[config.mk]
export PLATFORM = sky130hd
export DESIGN_NAME = i2s_tx_serializer
export DESIGN_NICKNAME = d
export VERILOG_FILES = /design/src/rtl/i2s_tx_serializer.sv
export SDC_FILE = /design/constraint.sdc
export NUM_CORES = 1
export LEC_CHECK = 0
export ABC_AREA = 1
export CAP_MARGIN = 15
export CORE_UTILIZATION = 35
export CTS_BUF_LIST = sky130_fd_sc_hd__clkbuf_4
export CTS_CLUSTER_DIAMETER = 120
export DETAILED_ROUTE_END_ITERATION = 7
export PLACE_DENSITY_LB_ADDON = 0.1
export SYNTH_ARGS = -nofsm -noshare
export SYNTH_HDL_FRONTEND = slang
export SYNTH_SLANG_ARGS = --single-unit
[constraint.sdc]
create_clock -name clk -period 2.6 [get_ports clk]
set_input_delay 0.52 -clock clk [delete_from_list [all_inputs] [get_ports clk]]
set_output_delay 0.52 -clock clk [all_outputs]
set_load 0.01 [all_outputs]
[src/rtl/i2s_tx_serializer.sv]
// I2S transmitter: one-deep sample buffer, Philips framing with 32-bit slots,
// mono sample duplicated to both channels, BCLK/LRCLK derived from clk.
module i2s_tx_serializer #(
  parameter int WD       = 24,
  parameter int BCLK_DIV = 16
) (
  input  logic          clk,
  input  logic          reset_n,
  input  logic          en,
  input  logic [WD-1:0] in_data,
  input  logic          in_valid,
  output logic          in_ready,
  input  logic          underrun_clr,
  output logic          i2s_bclk,
  output logic          i2s_lrclk,
  output logic          i2s_sdata,
  output logic          frame_tick,
  output logic          underrun
);

  localparam int DW = $clog2(BCLK_DIV);
  localparam logic [DW-1:0] DIV_LAST = DW'(BCLK_DIV - 1);
  localparam logic [5:0] WD6 = 6'(WD);

  logic [DW-1:0] div_cnt;
  logic [5:0]    bit_cnt;
  logic [WD-1:0] buf_q;
  logic [WD-1:0] frame_q;

  logic          full;
  logic          tc;
  logic          fall;
  logic          load;
  logic          hs;
  logic [5:0]    bit_nxt;
  logic [4:0]    k;
  logic [WD-1:0] shifted;
  logic          sbit;

  assign full = ~in_ready;

  always_comb begin
    tc      = (div_cnt == DIV_LAST);
    fall    = en & tc & i2s_bclk;
    bit_nxt = bit_cnt + 6'd1;
    load    = fall & (bit_cnt == 6'd63);
    hs      = in_valid & in_ready;
    k       = bit_nxt[4:0];
    // Slot bit k carries frame[WD-k]; shifting left by k-1 puts it at the MSB.
    shifted = frame_q << (k - 5'd1);
    sbit    = 1'b0;
    if (k != 5'd0 && {1'b0, k} <= WD6)
      sbit = shifted[WD-1];
  end

  always_ff @(posedge clk or negedge reset_n) begin
    if (!reset_n) begin
      div_cnt    <= '0;
      bit_cnt    <= 6'd63;
      i2s_bclk   <= 1'b0;
      i2s_lrclk  <= 1'b0;
      i2s_sdata  <= 1'b0;
      frame_tick <= 1'b0;
    end else if (!en) begin
      div_cnt    <= '0;
      bit_cnt    <= 6'd63;
      i2s_bclk   <= 1'b0;
      i2s_lrclk  <= 1'b0;
      i2s_sdata  <= 1'b0;
      frame_tick <= 1'b0;
    end else begin
      div_cnt    <= tc ? '0 : div_cnt + 1'b1;
      frame_tick <= load;
      if (tc)
        i2s_bclk <= ~i2s_bclk;
      if (fall) begin
        bit_cnt   <= bit_nxt;
        i2s_lrclk <= bit_nxt[5];
        i2s_sdata <= sbit;
      end
    end
  end

  always_ff @(posedge clk or negedge reset_n) begin
    if (!reset_n) begin
      buf_q    <= '0;
      frame_q  <= '0;
      in_ready <= 1'b1;
    end else if (load && full) begin
      frame_q  <= buf_q;
      in_ready <= 1'b1;
    end else if (hs) begin
      buf_q    <= in_data;
      in_ready <= 1'b0;
    end
  end

  // An empty-buffer frame load wins over a clear in the same cycle.
  always_ff @(posedge clk or negedge reset_n) begin
    if (!reset_n)
      underrun <= 1'b0;
    else if (load && !full)
      underrun <= 1'b1;
    else if (underrun_clr)
      underrun <= 1'b0;
  end

endmodule

# == Yosys cells after proc, flatten, opt, wreduce, memory -nomap -nowiden ==
# Cells that the tools add are included.
# word_totals
ff_bits,64
output_inout_bits,6
# op_classes
add_sub_neg,3
magnitude_cmp,1
n_eq_ne,4
n_shift,1
muxes,16
bitwise_logic,7
n_reduce_logical,7
# op_table
operator,count
left shift 24 x 5 -> 24 bit,1
two-way mux 1 bit,12
two-way mux 6 bit,2
two-way mux 4 bit,2
"adder 6 x 1 -> 6 bit, second input constant",1
"equality test 6 bit, second input constant",1
"less-or-equal comparator 5 bit, second input constant",1
nonzero test 5 bit,1
"subtractor 5 x 1 -> 5 bit, second input constant",1
"adder 4 x 1 -> 4 bit, second input constant",1
bitwise AND 1 bit,4
"equality test 4 bit, second input constant",1
"inequality test 2 x 1 -> 1 bit, second input constant",2
nonzero test 2 bit,2
logical AND 1 bit,3
inverter 1 bit,3
AND reduction 2 bit,1

# == Logic depth before layout (Yosys ltp) ==
# Gate-level depths: netlist of the first run.
# depth
word_depth,7
mapped_depth,12
depth_no_buf,12

# == Worst setup path after synthesis of the first run ==
# No wires, ideal clock.
# synth_timing
kind,register to register
startpoint,register bit_cnt[0]
endpoint,register frame_q[16]
setup_time_ns,0.130
arrival_ns,1.709
t_required_ns,2.470
slack_ns,0.761
path_stages_with_launch,11
path_buffers,2
period_less_slack_ns,1.839
path_cell_list,dfstp_2 -> ha_1 -> nand2_1 -> inv_2 -> nand3_1 -> nor3_4 -> nand2_2 -> buf_6 -> buf_6 -> nand2_1 -> o21ai_1
# synth_via
elab_chain_len,3
# synth_rtl
element,line,source
from (decl),26,logic [5:0] bit_cnt;
from (signal assigned),77,bit_cnt <= bit_nxt;
equality test 6 bit,46,load = fall & (bit_cnt == 6'd63);
bitwise AND 1 bit,46,
logical AND 1 bit,89,end else if (load && full) begin
to (signal assigned),90,frame_q <= buf_q;
to (decl),28,logic [WD-1:0] frame_q;
# No other way between the ends.
# A chain may end at the register's enable or synchronous reset.

# == Worst setup path in the final report of the first run ==
# layout_timing
startpoint,register bit_cnt[0]
endpoint,register frame_q[11]
# Same word-level chain as after synthesis.

==> impl_metrics.yaml, run 1 <==
clocking:
  hold_buffers: 0
  numClockSinks: 64
  max-clock-path-buffers: 2
  cts_buffers: 9
  h-tree-depth: 3
  clkTransAtPathRegs_ns: 0.11
  cts.repair.resized: 0
  cts-root-buf: "clkbuf_4"
  postCtsSetupBuffers: 0
  clock_latency_ns: 0.40
  cts_tree: "done"
grt:
  grt_max_degree: 45
  overflow: 0
  grt_pass1_wl_mm: 9.87
  grt_pass1_vias: 2155
  grtUsageTotal_pct: 14.5
  grt_antenna_before_repair: 0
worst_setup_path:
  r2r_start: "bit_cnt[0]"
  end_kind: "flip-flop"
  critPathKind: "flip-flop to flip-flop"
  startpoint_type: "flip-flop"
  critical_path.max_stage_delay_ns: 0.61
  cp_cell_sequence: "ha_1 > nand2_1 > inv_2 > nand3_1 > nor3_4 > nand2_2 > buf_12 > nand2_1 > o21ai_2"
  critPathSlowestCell: "dfstp_2"
  critPathMostFrequentCell: "nand2_1"
  startpoint: "bit_cnt[0]"
  worstPathRequired_ns: 2.89
  critPathTopFamily: "simple AND/OR/NAND/NOR gates"
  critPathMaxFanout: 39
  cp.buffers_inverters: 2
  crit_arrival_ns: 2.44
timing:
  slew_headroom_pct: 55.8
  setup_violations: 0
  final-hold-violation-count: 0
  maxSlewViolCount: 0
  fin_tns_setup_ns: 0
  period_needed_ns: 2.15
  finalCritPeriodShare_pct: 82.7
  worstMarginPinSlew_ns: 0.663
  finClkSkew_ns: 0.0157
  max_freq_ghz: 0.465
  worst_slack_ns: 0.450
  rsz0062_at_grt: "false"
power_and_ir_drop:
  vdd_drop_max_mv: 0.292
  power_frac_clock_pct: 32.5
  p_sw_share_pct: 23.4
  intPower_mw: 1.31
  power_frac_comb_pct: 6.8
  seq_power_share_pct: 60.8
  switching_power_mw: 0.402
  powerDensity_nw_per_um2: 482
  p_leak_nw: 1.83
synth:
  synthDistinctLibCells: 25
  syn_area_per_cell_sq_um: 8.28
  synth-seq-cells: 64
  syn_inst: 362
  synth_ff_type: "dfrtp_1"
  synth_common_cells: "88 x nand2_1, 57 x dfrtp_1, 49 x nor2_1"
  syn_nets: 394
  synth_area_leaders: "dfrtp_1 48%, nand2_1 11%, dfstp_2 6.1%"
  synth.most_common_cell: "nand2_1"
  async_reset_ff_share_pct: 100
  synth.top_cell.area_share_pct: 47.6
  yosys.area.top_type: "dfrtp_1"
  synth_edf_count: 0
  synth_area_sq_um: 3000
  ys_seq_area_share_pct: 53.7
  synth-warning-count: 0
placement:
  port_buffers: 34
  hpwl_mm: 3.95
  gp_congestion: 0.777
  dp_slack_ns: 0.280
drt:
  drc: 0
  avgRoutedWirePerCell_um: 10.7
  wl_mm: 5.44
  num_vias: 2294
  ant_nets: 0
  vias_per_cell: 4.50
  drt_pass1_iterations: 4
  drtIter0Drc: 143
die:
  coreArea_sq_um: 8260
  rows: 33
  die_w_um: 94.6
  die_h_um: 94.6
  io_pins: 35
  die-area_sq_um: 8940
  initial_core_util_pct: 36.3
cells_and_area:
  drive_gt1_share_pct: 13.8
  n_antenna_cell: 0
  syn_to_final_growth_pct: 18.7
  finalNetCount: 432
run:
  cap_violations: 0
hold_path:
  hold_path_class: "primary input to async pin"
run_status:
  outcome: "complete, no violations"
## kinds of logic after synthesis
logic type      share of synthesized area, %
compound gates                          12.8
fa+ha+maj                               1.25
flops                                   53.7
xor+xnor                               0.584
mux                                    0.751
simple gates                            21.1
buf+inv                                 9.80
## stage by stage
| stage | std cells | hold slack, ns | instance area [sq um] | total power, mW | util, % |
|---|---|---|---|---|---|
| 2_1_floorplan | 362 | 0.224 | 3000 | 1.10 | - |
| 3_3_place_gp | 494 | 0.454 | 3450 | 1.18 | 41.8 |
| 3_5_place_dp | 494 | 0.464 | 3450 | 1.18 | 41.8 |
| 4_1_cts | 510 | 0.136 | 3560 | 1.76 | 43.1 |
| 5_1_grt | 510 | 0.159 | 3560 | 1.81 | 43.1 |
| 6_report | 510 | 0.138 | 3560 | 1.72 | 43.1 |
## final cells by class
type / instances / area [sq um]
multi-input combinational: 229 / 1090
tap: 105 / 131
clock buffer: 12 / 90.1
clock inverter: 4 / 22.5
inverter: 57 / 214
sequential: 64 / 1610
timing repair buffer: 39 / 398
fill: 889 / 4700
## power groups by stage
stage / Sequential (mW) / Clock [mW] / Combinational (mW)
floorplan: 1.06 / 0 / 0.0438
global placement: 1.06 / 0 / 0.118
detailed placement: 1.06 / 0 / 0.121
CTS: 1.04 / 0.596 / 0.121
global route: 1.05 / 0.631 / 0.134
finish: 1.04 / 0.557 / 0.116
## worst paths after layout
path / end / slack [ns] / cells after the start
min in group clk: div_cnt[0] / 0.47 / 1
max in group asynchronous: in_ready / 1.77 / 2
max: frame_q[11] / 0.45 / 9
max reg2reg: frame_q[11] / 0.45 / 9
min reg2reg: div_cnt[0] / 0.47 / 1
min: div_cnt[2] / 0.14 / 1
## sequential cells by signal, indices dropped and copies added, names as in the netlist
register and flops:
underrun 1, i2s_lrclk 1, i2s_sdata 1, frame_tick 1, frame_q 24, bit_cnt 6
buf_q 24, in_ready 1, div_cnt 4, i2s_bclk 1
## routing by layer
metal  vias up  global-route usage [%]  part of all wire, %
li1       1200                       -                    -
met4         0                    4.92                  1.4
met3         6                    5.07                  4.0
met5         -                       0                    0
met1      1053                    18.2                   48
met2        35                    23.1                   47
## cell usage in the layout (no fill, tap or decap), types with 2 or more instances in the layout
cell             Yosys  layout
clkbuf_4             0      12
nand3_1             13      13
clkinv_1             2       3
dfstp_2              7       7
o21ai_1             11      11
clkinv_2             0       2
dfrtp_1             57      57
o21ai_2             15      15
nor2_1              49      49
inv_1               48      48
nand4_1              2       2
a21oi_1             29      29
mux2_2               2       2
inv_2                7       7
xor2_1               2       2
buf_12               0       2
clkdlybuf4s50_1      0      33
nand2_1             88      88
nor2_2               2       2
ha_1                 3       3
o21ai_0              9       9
buf_4                1       3
Note: power is estimated with default switching activity, not from simulation.
==> inputs of run 2 (changes only) <==
==> constraint.sdc (replaced) <==
create_clock -name clk -period 2.1 [get_ports clk]
set_input_delay 0.42 -clock clk [delete_from_list [all_inputs] [get_ports clk]]
set_output_delay 0.42 -clock clk [all_outputs]
set_load 0.01 [all_outputs]
==> run 2 against run 1 <==
  * The flow now finishes with violations (hold timing)
  * Non-clock buffer count increased by 3
  * Die area did not move
  * Critical path depth unchanged
  * Register-to-register slack lost 0.28 ns
  * Sequential share of layout area decreased by 0.72 points
  * Power rose by 36%
  * Setup slack lost 0.28 ns
  * Combinational power is 26% higher
  * Largest power group unchanged
==> impl_metrics.yaml, run 2 (same netlist as run 1, synthesis figures left out) <==
die:
  die-area_sq_um: 8940
  die_h_um: 94.6
  initial_core_util_pct: 36.3
  coreArea_sq_um: 8260
  io_pins: 35
  rows: 33
  die_w_um: 94.6
worst_setup_path:
  critPathKind: "flip-flop to flip-flop"
  end_kind: "flip-flop"
  critPathMaxFanout: 47
  worstPathRequired_ns: 2.39
  crit_arrival_ns: 2.23
  startpoint_type: "flip-flop"
timing:
  period_needed_ns: 1.93
  rsz0062_at_grt: "false"
  max_freq_ghz: 0.517
  setup_violations: 0
  whs_ns: -0.00183
  maxSlewViolCount: 0
  worst_slack_ns: 0.165
  finalCritPeriodShare_pct: 92.1
  final-hold-violation-count: 1
  worstMarginPinSlew_ns: 0.410
  finClkSkew_ns: 0.0144
  fin_tns_setup_ns: 0
  slew_headroom_pct: 72.7
drt:
  ant_nets: 0
  avgRoutedWirePerCell_um: 10.9
  vias_per_cell: 4.41
  drtIter0Drc: 106
  drc: 0
  wl_mm: 5.56
  drt_pass1_iterations: 4
  num_vias: 2259
cells_and_area:
  layout_commonest_cell: "nand2_1"
  drive_gt1_share_pct: 14.0
  syn_to_final_growth_pct: 20.7
  final_util_pct: 43.8
  finalInstanceArea_sq_um: 3620
  finalNetCount: 435
  n_antenna_cell: 0
  fin_cells: 512
  top_regs: "buf_q x24, frame_q x24, bit_cnt x6"
  most-common-layout-cells: "88 x nand2_1, 57 x dfrtp_1, 49 x nor2_1"
clocking:
  hold_buffers: 0
  cts-root-buf: "clkbuf_4"
  max-clock-path-buffers: 2
  postCtsSetupBuffers: 0
  clkTransAtPathRegs_ns: 0.10
  cts.repair.resized: 0
  clock_latency_ns: 0.40
  numClockSinks: 64
  cts_buffers: 9
  cts_tree: "done"
  h-tree-depth: 3
hold_path:
  hold_path_class: "primary input to async pin"
power_and_ir_drop:
  p_sw_share_pct: 21.6
  intPower_mw: 1.83
  powerDensity_nw_per_um2: 645
  power_mw: 2.33
  switching_power_mw: 0.504
  power_frac_comb_pct: 6.2
  vdd_drop_max_mv: 0.276
  seq_power_share_pct: 55.2
  p_leak_nw: 1.85
  power_frac_clock_pct: 38.5
run_status:
  outcome: "finished, violations left"
  violations: "hold timing"
grt:
  grt_max_degree: 65
  grt_pass1_vias: 2188
  grtUsageTotal_pct: 14.4
  overflow: 0
  grt_antenna_before_repair: 0
  grt_pass1_wl_mm: 9.84
placement:
  hpwl_mm: 3.85
  port_buffers: 34
  dp_cells: 497
  gp_congestion: 0.839
  postPlaceCellArea_sq_um: 3470
  dp_slack_ns: 0.207
run:
  cap_violations: 0
run 2: layer usage:
layer,up-vias,global-route usage (%),part of all wire [%]
met5,-,0,0
met2,43,23.4,44
met3,9,5.07,4.4
met4,0,5.05,1.7
met1,1007,17.6,49
li1,1200,-,-
run 2: power groups by stage:
| stage | logic [mW] | registers [mW] | clock network, mW |
|---|---|---|---|
| 3_5_place_dp | 0.151 | 1.31 | 0 |
| 6_report | 0.146 | 1.29 | 0.899 |
| 3_3_place_gp | 0.148 | 1.31 | 0 |
| 4_1_cts | 0.152 | 1.29 | 0.929 |
| 2_1_floorplan | 0.0542 | 1.31 | 0 |
| 5_1_grt | 0.169 | 1.30 | 0.992 |
run 2: path summary, 6_finish.rpt:
| kind | end | depth (start not counted) | slack [ns] | start |
|---|---|---|---|---|
| worst max-delay path | frame_q[2] | 9 | 0.17 | bit_cnt[0] |
| worst min-delay path | div_cnt[3] | 2 | -0.002 | reset_n |
| worst max register to register | frame_q[2] | 9 | 0.17 | bit_cnt[0] |
| worst min register to register | div_cnt[0] | 1 | 0.46 | div_cnt[0] |
| max in group asynchronous | bit_cnt[1] | 2 | 1.78 | reset_n |
| min in group clk | div_cnt[0] | 1 | 0.46 | div_cnt[0] |
run 2: cell type report:
cell class | count | area [sq um]
Sequential cell | 64 | 1610
Multi-Input combinational cell | 229 | 1090
Inverter | 57 | 214
Clock inverter | 5 | 72.6
Timing Repair Buffer | 42 | 420
Tap cell | 105 | 131
Fill cell | 887 | 4640
Clock buffer | 10 | 75.1
run 2: critical path: stages, from the launching register on:
cell and delay (ns):
dfstp_2 0.62, ha_1 0.23, nand2_1 0.10, inv_2 0.08, nand3_1 0.13, nor3_4 0.21, nand2_2 0.08, buf_12 0.18
nand2_1 0.10, o21ai_2 0.05
==> inputs of run 3 (changes only) <==
--- a/config.mk
+++ b/config.mk
@@ -11,6 +11,7 @@
 export CTS_BUF_LIST = sky130_fd_sc_hd__clkbuf_4
 export CTS_CLUSTER_DIAMETER = 120
 export DETAILED_ROUTE_END_ITERATION = 7
+export DONT_BUFFER_PORTS = 1
 export PLACE_DENSITY_LB_ADDON = 0.1
 export SYNTH_ARGS = -nofsm -noshare
 export SYNTH_HDL_FRONTEND = slang
==> run 3 against run 2 <==
  * Critical path depth up 2
  * Setup slack better by 0.016 ns
  * Combinational power fell by 35%
  * Die area unchanged
  * Power grew 3.1%
  * Clock power up 13%
  * Via count is 4.6% lower
  * Count of clock-buffer cells in the layout unchanged
  * Wire length up 0.56%
  * The flow now finishes without violations
  * Highest routed layer unchanged
  * Largest power group unchanged
  * Global-route usage unchanged
  * Final cell count down 6.8%
  * Non-clock buffer count is 34 lower
==> impl_metrics.yaml, run 3 (same netlist as run 1, synthesis figures left out) <==
worst_setup_path:
  cp.buffers_inverters: 1
  end_kind: "flip-flop"
  critPathKind: "flip-flop to flip-flop"
  crit_arrival_ns: 2.20
  critPathMostFrequentCell: "nand2_1"
  critical_path.max_stage_delay_ns: 0.59
  startpoint_type: "flip-flop"
  cp_cell_sequence: "ha_1 > nand2_1 > clkinv_1 > nor2_1 > nand2_1 > nand2_1 > nand2_1 > nand3_1 > a21oi_1 > nand2_1 > nand2_1"
  critPathMaxFanout: 6
  critPathTopFamily: "simple AND/OR/NAND/NOR gates"
  critPathSlowestCell: "dfstp_2"
  worstPathRequired_ns: 2.38
clocking:
  clkTransAtPathRegs_ns: 0.09
  h-tree-depth: 3
  cts-root-buf: "clkbuf_4"
  max-clock-path-buffers: 2
  hold_buffers: 2
  cts.repair.resized: 0
  postCtsSetupBuffers: 0
  clock_latency_ns: 0.41
  cts_buffers: 9
  cts_tree: "done"
  numClockSinks: 64
drt:
  drt_pass1_iterations: 4
  ant_nets: 0
  wl_mm: 5.59
  avgRoutedWirePerCell_um: 11.7
  num_vias: 2154
  vias_per_cell: 4.52
  drc: 0
  drtIter0Drc: 126
cells_and_area:
  syn_to_final_growth_pct: 10.6
  multi_input_area_sq_um: 1090
  final_util_pct: 40.2
  finalInstanceArea_sq_um: 3320
  seq_area_sq_um: 1610
  layout_commonest_cell: "nand2_1"
  top_regs: "buf_q x24, frame_q x24, bit_cnt x6"
  drive_gt1_share_pct: 15.1
  finalNetCount: 401
  most-common-layout-cells: "88 x nand2_1, 57 x dfrtp_1, 49 x nor2_1"
  n_antenna_cell: 0
  fillerInstances: 887
  fin_cells: 477
placement:
  hpwl_mm: 3.77
  dp_slack_ns: 0.199
  gp_congestion: 0.813
  dp_cells: 461
  postPlaceCellArea_sq_um: 3110
  port_buffers: 0
run:
  cap_violations: 0
timing:
  finClkSkew_ns: 0.0232
  period_needed_ns: 1.92
  rsz0062_at_grt: "false"
  final-hold-violation-count: 0
  worstMarginPinSlew_ns: 0.424
  whs_ns: 0.0610
  maxSlewViolCount: 0
  worst_slack_ns: 0.181
  slew_headroom_pct: 71.7
  setup_violations: 0
  fin_tns_setup_ns: 0
  finalCritPeriodShare_pct: 91.4
  max_freq_ghz: 0.521
die:
  coreArea_sq_um: 8260
  rows: 33
  initial_core_util_pct: 36.3
  die_w_um: 94.6
  die-area_sq_um: 8940
  io_pins: 35
  die_h_um: 94.6
grt:
  grtUsageTotal_pct: 14.4
  grt_antenna_before_repair: 0
  grt_pass1_wl_mm: 9.69
  overflow: 0
  grt_pass1_vias: 2068
  grt_max_degree: 65
hold_path:
  hold_path_class: "primary input to flip-flop"
run_status:
  outcome: "complete, no violations"
power_and_ir_drop:
  powerDensity_nw_per_um2: 726
  p_leak_nw: 1.74
  vdd_drop_max_mv: 0.261
  power_mw: 2.41
run 3: final cells by class:
class                           count  area share [%]
Clock buffer                       10            2.26
Clock inverter                      4            2.87
Inverter                           57            6.45
Multi-Input combinational cell    229            33.0
Sequential cell                    64            48.6
Tap cell                          105            3.96
Timing Repair Buffer                8            2.87
run 3: routing by layer:
| metal | wire (um) | share of wire (%) | global-route usage [%] | vias up |
|---|---|---|---|---|
| li1 | - | - | - | 1133 |
| met1 | 2790 | 50 | 18.4 | 979 |
| met2 | 2520 | 45 | 22.5 | 35 |
| met3 | 185 | 3.3 | 3.46 | 7 |
| met4 | 95 | 1.7 | 7.58 | 0 |
| met5 | 0 | 0 | 0 | - |
run 3: path summary, 6_finish.rpt:
check                            from         end  slack [ns]  cells after the start
max                        bit_cnt[1]   i2s_sdata        0.18                     11
max reg2reg                bit_cnt[1]   i2s_sdata        0.18                     11
max in group asynchronous     reset_n    buf_q[2]        1.27                      2
min in group asynchronous     reset_n  div_cnt[2]        0.51                      2
min                          in_valid    in_ready        0.06                      1
min reg2reg                div_cnt[0]  div_cnt[0]        0.46                      1
run 3: where the power goes:
group	leakage (nW)	switching, mW	internal, mW	total, mW
Sequential	0.777	0.0130	1.28	1.29
Combinational	0.869	0.0650	0.0300	0.0950
Clock	0.0923	0.420	0.603	1.02
run 3: worst reg2reg max path: stages, from the launching register on:
cell and delay [ns]:
dfstp_2 0.59, ha_1 0.29, nand2_1 0.25, clkinv_1 0.10, nor2_1 0.14, nand2_1 0.06
nand2_1 0.06, nand2_1 0.04, nand3_1 0.08, a21oi_1 0.06, nand2_1 0.09, nand2_1 0.06
